File: config.mk
export PLATFORM = sky130hd
export DESIGN_NAME = btn_conditioner_flat
export DESIGN_NICKNAME = d
export VERILOG_FILES = /design/src/rtl/btn_conditioner_if.sv /design/src/rtl/btn_conditioner.sv /design/src/flat_wrapper.sv
export SDC_FILE = /design/constraint.sdc
export NUM_CORES = 1
export LEC_CHECK = 0
export CAP_MARGIN = 20
export CORE_UTILIZATION = 25
export CTS_CLUSTER_DIAMETER = 50
export DETAILED_ROUTE_END_ITERATION = 8
export PLACE_DENSITY = 0.35
export SYNTH_ARGS = -nofsm -noshare
export SYNTH_HDL_FRONTEND = slang
export SYNTH_SLANG_ARGS = --single-unit
File: constraint.sdc
create_clock -name clk -period 3.1 [get_ports clk]
set_input_delay 0.62 -clock clk [delete_from_list [all_inputs] [get_ports clk]]
set_output_delay 0.62 -clock clk [all_outputs]
set_load 0.05 [all_outputs]
File: src/rtl/btn_conditioner_if.sv
// Button conditioner signal bundle: raw active-low buttons in, press strobes and
// debounced levels out.
interface btn_conditioner_if #(
   parameter int N_BTN = 3
);
   logic [N_BTN-1:0] btn_b;
   logic [N_BTN-1:0] pulse;
   logic [N_BTN-1:0] level;

   modport master (output btn_b, input pulse, input level);
   modport slave  (input btn_b, output pulse, output level);
endinterface

File: src/rtl/btn_conditioner.sv
// Per-channel 2-flop synchronizer plus a debounce FSM.
// Each channel emits a one-clock press strobe and a debounced pressed level.
module btn_conditioner #(
   parameter int N_BTN     = 3,
   parameter int DB_CYCLES = 500000,
   parameter int CNT_W     = 20
) (
   input  logic             clk,
   input  logic             reset_b,
   btn_conditioner_if.slave bus
);

   typedef enum logic [1:0] {
      IDLE,
      PRESS_WAIT,
      PRESSED,
      RELEASE_WAIT
   } state_t;

   localparam logic [CNT_W-1:0] CNT_LAST = CNT_W'(DB_CYCLES - 1);

   state_t           state [N_BTN];
   logic [CNT_W-1:0] cnt   [N_BTN];
   logic [N_BTN-1:0] sync1, sync2, pulse_r, level_r;
   logic [N_BTN-1:0] s;

   // Synchronizer flops hold the raw (active-low) value, so reset leaves them released.
   assign s         = ~sync2;
   assign bus.pulse = pulse_r;
   assign bus.level = level_r;

   always_ff @(posedge clk or negedge reset_b) begin
      if (!reset_b) begin
         sync1   <= '1;
         sync2   <= '1;
         pulse_r <= '0;
         level_r <= '0;
         for (int unsigned i = 0; i < N_BTN; i++) begin
            state[i] <= IDLE;
            cnt[i]   <= '0;
         end
      end else begin
         sync1   <= bus.btn_b;
         sync2   <= sync1;
         pulse_r <= '0;
         for (int unsigned i = 0; i < N_BTN; i++) begin
            case (state[i])
               IDLE: begin
                  if (s[i]) begin
                     state[i] <= PRESS_WAIT;
                     cnt[i]   <= '0;
                  end
               end
               PRESS_WAIT: begin
                  if (!s[i]) begin
                     state[i] <= IDLE;
                  end else if (cnt[i] >= CNT_LAST) begin
                     state[i]   <= PRESSED;
                     pulse_r[i] <= 1'b1;
                     level_r[i] <= 1'b1;
                  end else begin
                     cnt[i] <= cnt[i] + CNT_W'(1);
                  end
               end
               PRESSED: begin
                  if (!s[i]) begin
                     state[i] <= RELEASE_WAIT;
                     cnt[i]   <= '0;
                  end
               end
               RELEASE_WAIT: begin
                  if (s[i]) begin
                     state[i] <= PRESSED;
                  end else if (cnt[i] >= CNT_LAST) begin
                     state[i]   <= IDLE;
                     level_r[i] <= 1'b0;
                  end else begin
                     cnt[i] <= cnt[i] + CNT_W'(1);
                  end
               end
               default: state[i] <= IDLE;
            endcase
         end
      end
   end

endmodule

File: src/flat_wrapper.sv
// flat-port wrapper written by rule: the top's interface ports become plain ports
module btn_conditioner_flat 
#(
   parameter int N_BTN     = 3,
   parameter int DB_CYCLES = 500000,
   parameter int CNT_W     = 20
)
  (clk, reset_b, bus_btn_b, bus_pulse, bus_level);
  btn_conditioner_if #(.N_BTN(N_BTN)) bus_i ();
  input  logic clk;
  input  logic reset_b;
  input wire logic [$bits(bus_i.btn_b)-1:0] bus_btn_b;
  output wire logic [$bits(bus_i.pulse)-1:0] bus_pulse;
  output wire logic [$bits(bus_i.level)-1:0] bus_level;
  assign bus_i.btn_b = bus_btn_b;
  assign bus_pulse = bus_i.pulse;
  assign bus_level = bus_i.level;
  btn_conditioner #(.N_BTN(N_BTN), .DB_CYCLES(DB_CYCLES), .CNT_W(CNT_W)) u_core (.clk(clk), .reset_b(reset_b), .bus(bus_i));
endmodule
* Word level (Yosys, flattened, before mapping) *
Cells that the tools add are included.

operators by class
  add/sub/neg operators = 3
  magnitude comparators = 3
  eq/ne operators = 33
  multiplexer cells = 63
  bitwise logic cells = 1
  reductions and logical operators = 15

operators with widths
  kind                     count
  $mux W20                 15
  $pmux W20 S4             3
  $add A20 B1 Y20 const B  3
  $ge A20 B19 Y1 const B   3
  $mux W2                  18
  $ne A2 B1 Y1 const B     12
  $pmux W2 S4              3
  $reduce_and A4 Y1        6
  $mux W1                  21
  $reduce_and A5 Y1        3
  $eq A2 B2 Y1 const B     6
  $ne A2 B2 Y1 const B     6
  $ne A3 B1 Y1 const B     3
  $ne A3 B3 Y1 const B     3
  $eq A2 B1 Y1 const B     3
  $logic_not A2 Y1         3
  $pmux W1 S2              3
  $reduce_bool A2 Y1       3
  $not A3 Y3               1

storage, ports and cells
  register bits = 78
  word-level logic and storage cells = 130

* Depth between registers and ports, before layout *
  depth in word-level cells = 4
  mapped depth = 8

* Least setup slack after synthesis *
OpenSTA, ideal clock, no wires.

  path type = reg-to-reg
  from = register u_core.cnt[20] (netlist bit)
  to = register u_core.level_r[1] (netlist: u_core.bus.level[1])
  setup time = 0.131 ns
  data arrival time = 1.931 ns
  slack = 1.038 ns
  stages on the path, launching flop included = 9
  path buffers = 2
  cells stage by stage = dfrtp_1 -> ha_1 -> and4_1 -> buf_2 -> o2111ai_4 -> and3_1 -> buf_4 -> nor4_1 -> or3_1

on the way
  cells in the longest elaborated chain, start to end = 3
  elaborated cells between the ends (all ways) = 4
  classes of those cells = order compare (1); eq/ne (2); reduce/logical (1)

RTL lines
  item                              line                                          RTL
  start: declaration                btn_conditioner.sv:23                         logic [CNT_W-1:0] cnt [N_BTN];
  start signal: indexed assignment  btn_conditioner.sv:62                         cnt[i] <= cnt[i] + CNT_W'(1);
  start signal: indexed assignment  btn_conditioner.sv:78                         cnt[i] <= cnt[i] + CNT_W'(1);
  $ge A20 B19 Y1 (*)                btn_conditioner.sv:57, btn_conditioner.sv:74
  $ne A2 B1 Y1 (no line)            -
  $reduce_and A5 Y1 (no line) (*)   -
  end signal: assignment            btn_conditioner.sv:37                         level_r <= '0;
  end signal: indexed assignment    btn_conditioner.sv:60                         level_r[i] <= 1'b1;
  end signal: indexed assignment    btn_conditioner.sv:76                         level_r[i] <= 1'b0;
  end: declaration                  btn_conditioner.sv:24                         logic [N_BTN-1:0] sync1, sync2, pulse_r, level_r;

Mark *: on every way between the ends. The rest lies on a longest branch, timed or not.
A chain may end at the register's enable or synchronous reset.

* Final worst setup path *
  from = register u_core.cnt[12] (netlist bit)
  to = register u_core.cnt[0] (netlist bit)

on the way
  cells in the longest elaborated chain, start to end = 4
  elaborated cells between the ends (all ways) = 5
  classes of those cells = order compare (1); mux (4)

RTL lines
  item                                line
  $ge A20 B19 Y1 (*)                  btn_conditioner.sv:57, btn_conditioner.sv:74
  $mux W20 (*)                        -
  $mux W20, on equally long branches  -
  $pmux W20 S4 (*)                    -

Mark *: on every way between the ends. The rest lies on a longest branch, timed or not. The select of a mux whose other input is x is not followed.

==> out/qor.yml <==
grt_antenna_before_repair: 0
setup_viol: 0
ctsResizeCount: 0
final_hold_viol_count: 0
endpoint_kind: "flip-flop"
unrepaired_setup_endpoints_after_global_routing: "no"
netlist-cell-type-count: 68
final_core_util: 0.298
achievable-frequency_mhz: 411
async_flop_share: 1.00
vias_per_cell: 5.25
cts.hold.buffers_added: 0
starting_density_of_the_core: 0.259
clock_tree.root_cell: "sky130_fd_sc_hd__clkbuf_16"
max_cap_violations: 0
slowest_stage: "sky130_fd_sc_hd__o21bai_1"
power_frac_clock: 0.493
clock_tree.htree_level_count: 3
cellInternalPower_uw: 1800
dominant_synthesized_flop_cell: "sky130_fd_sc_hd__dfrtp_1"
drt_first_pass_iters: 4
slew_violations: 0
synthesis.nets: 466
route.detailed.drc: 0
place_congestion: 0.783
placeableCoreArea_um2: 16700
area_growth_from_synthesis_to_final_layout_pct: 15.2
final_net_count: 474
crit_path_max_cell_delay_ns: 0.72
post_synth_inst_count: 458
grt_first_pass_wirelength_um: 18400
synthTopCellsByArea: "sky130_fd_sc_hd__dfrtp_1 42%, sky130_fd_sc_hd__nand2_1 4.6%, sky130_fd_sc_hd__dfstp_2 3.7%"
worstPathArrival_ns: 2.67
p_comb_frac: 0.052
ys_warn_count: 0
num_antenna_cells: 0
critical_path.startpoint_type: "flip-flop"
rows: 47
wire_per_inst_um: 15.7
worst-path-buf-inv: 0
port_buffers: 10
hpwlAfterDp_um: 7170
leakagePower_uw: 0.00195
synth.top_cell.area_share: 0.417
cts.clk_slew.worst_paths_ns: 0.06
synth-seq-cells: 78
p_seq_frac: 0.455
cts_bufs_inserted: 9
synth_edf_count: 0
grt_usage: 0.132
detailedRoute.firstIterationViolations: 326
net_switching_share_of_the_total_power: 0.246
finalWorstPathRequiredPeriod_ns: 2.43
hp-class: "in -> async"
synth.cells.most_frequent: "72 x sky130_fd_sc_hd__dfrtp_1, 53 x sky130_fd_sc_hd__nand2_1, 30 x sky130_fd_sc_hd__nor2_1"
pwr_density_cell_nw_per_um2: 481
worstSetupPathType: "reg -> reg"
die-height_um: 133
ioPinCount: 11
synth_area_per_cell_um2: 9.43
nFillCells: 1745
design.die.area_um2: 17800
sequential_cell_area_um2: 1960
ys_seq_area_frac: 0.454
grt_max_degree: 50
chipWidth_um: 133
totalNegativeSetupSlack_ns: 0
cts_buffer_depth: 2
routed-via-count: 3631
grt.overflow.total: 0
worstPathRequired_ns: 3.34
timing.critical_path.max_delay_family: "compound AO/OA/AOI/OAI gates"
path_cells: "o41ai_1 -> nand2_1 -> o21bai_1 -> mux2_2 -> a22o_1"
skew_ns: 0.00596
synth.most_common_cell: "sky130_fd_sc_hd__dfrtp_1"
critPathMaxFanout: 13
vdd.ir_drop.worst_v: 0.000277
run_status: "finished, final reports clean"
clock_sinks: 78
total_switching_power_uw: 589
post_route_cells_drive_above_1_share: 0.0998
drt-total-wl_um: 10900
drtAntennaViolNets: 0
max_slew.worst_pin.slew_ns: 0.885
insertion_delay_to_the_later_sink_of_the_worst_skew_pair_ns: 0.35
grt_pass1_vias: 3393
post_synth_instance_area_um2: 4320
post-cts-setup-buffer-count: 0
synth.largest_area_cell: "sky130_fd_sc_hd__dfrtp_1"
multiInputGateArea_um2: 2230
finalCritPeriodShare: 0.784
cts_tree: "done"
maxSlewHeadroom: 0.408
## placed cells by master, fill, tap and decap left out, drive strengths merged, types with 3 or more instances in the layout
cell type / instances
dfrtp: 72
nand2: 53
nor2: 30
nand3: 29
a21oi: 22
nand4: 22
o21ai: 19
nor3: 16
or3: 14
or4: 13
o211ai: 13
inv: 10
nor4: 10
o31ai: 9
clkbuf: 9
clkdlybuf4s50: 9
xnor2: 9
buf: 8
and2: 7
and4: 6
dfstp: 6
and3: 5
nor2b: 5
o311ai: 5
a31o: 4
a31oi: 4
nor4b: 4
clkinv: 4
a41oi: 3
a41o: 3
xor2: 3
o21a: 3
a21boi: 3
nor3b: 3
ha: 3
## flip-flops by register name, summed over array words and instances, names as in the netlist, named ones only
name	flops
u_core.state	3
u_core.bus.level	3
u_core.sync1	3
u_core.sync2	3
u_core.bus.pulse	3
u_core.cnt	60
## path summary, 6_finish.rpt
check | cells after the start | slack [ns] | startpoint | end
worst min-delay path | 1 | 0.29 | reset_b | u_core.cnt[15]
min in group clk | 0 | 0.36 | u_core.sync1[1] | u_core.sync2[1]
worst max-delay path | 5 | 0.67 | u_core.cnt[12] | u_core.cnt[0]
worst max register to register | 5 | 0.67 | u_core.cnt[12] | u_core.cnt[0]
max in group asynchronous | 2 | 2.03 | reset_b | u_core.sync2[2]
worst min register to register | 0 | 0.36 | u_core.sync1[1] | u_core.sync2[1]
## power by group through the flow
stage                     registers (uW)  clock network [uW]  logic [uW]
after floorplan                     1090                   0        77.3
after global placement              1110                   0         129
after detailed placement            1110                   0         128
after CTS                           1090                1220         129
after global routing                1090                1260         146
final                               1090                1180         123
## kinds of logic after synthesis
family,share of synthesized area
simple gates,0.284
fa+ha+maj,0.00869
xor+xnor,0.0287
mux,0.00985
compound gates,0.185
buf+inv,0.0307
flops,0.454
## per-layer routing
metal  routed length, um  up-vias  global-route usage
met4                 182        0              0.0480
met1                5540     1785               0.184
met3                 424       15              0.0369
met5                   0        -                   0
met2                4710       59               0.193
li1                    -     1772                   -
## per-stage QoR
step	setup WS, ns	cells	cell area (um^2)	power (uW)	hold WS, ns
after floorplan	1.04	458	4320	1170	0.324
after global placement	0.674	675	4650	1240	0.346
after detailed placement	0.659	675	4650	1230	0.347
after CTS	0.643	691	4970	2440	0.343
after global routing	0.381	691	4970	2500	0.359
final	0.670	691	4970	2390	0.290
## cell type report
cell class	count	area share
Clock buffer	9	0.0453
Clock inverter	7	0.0199
Inverter	10	0.00755
Multi-Input combinational cell	350	0.448
Sequential cell	78	0.394
Tap cell	220	0.0554
Timing Repair Buffer	17	0.0302
(Power assumes the default switching activity.)
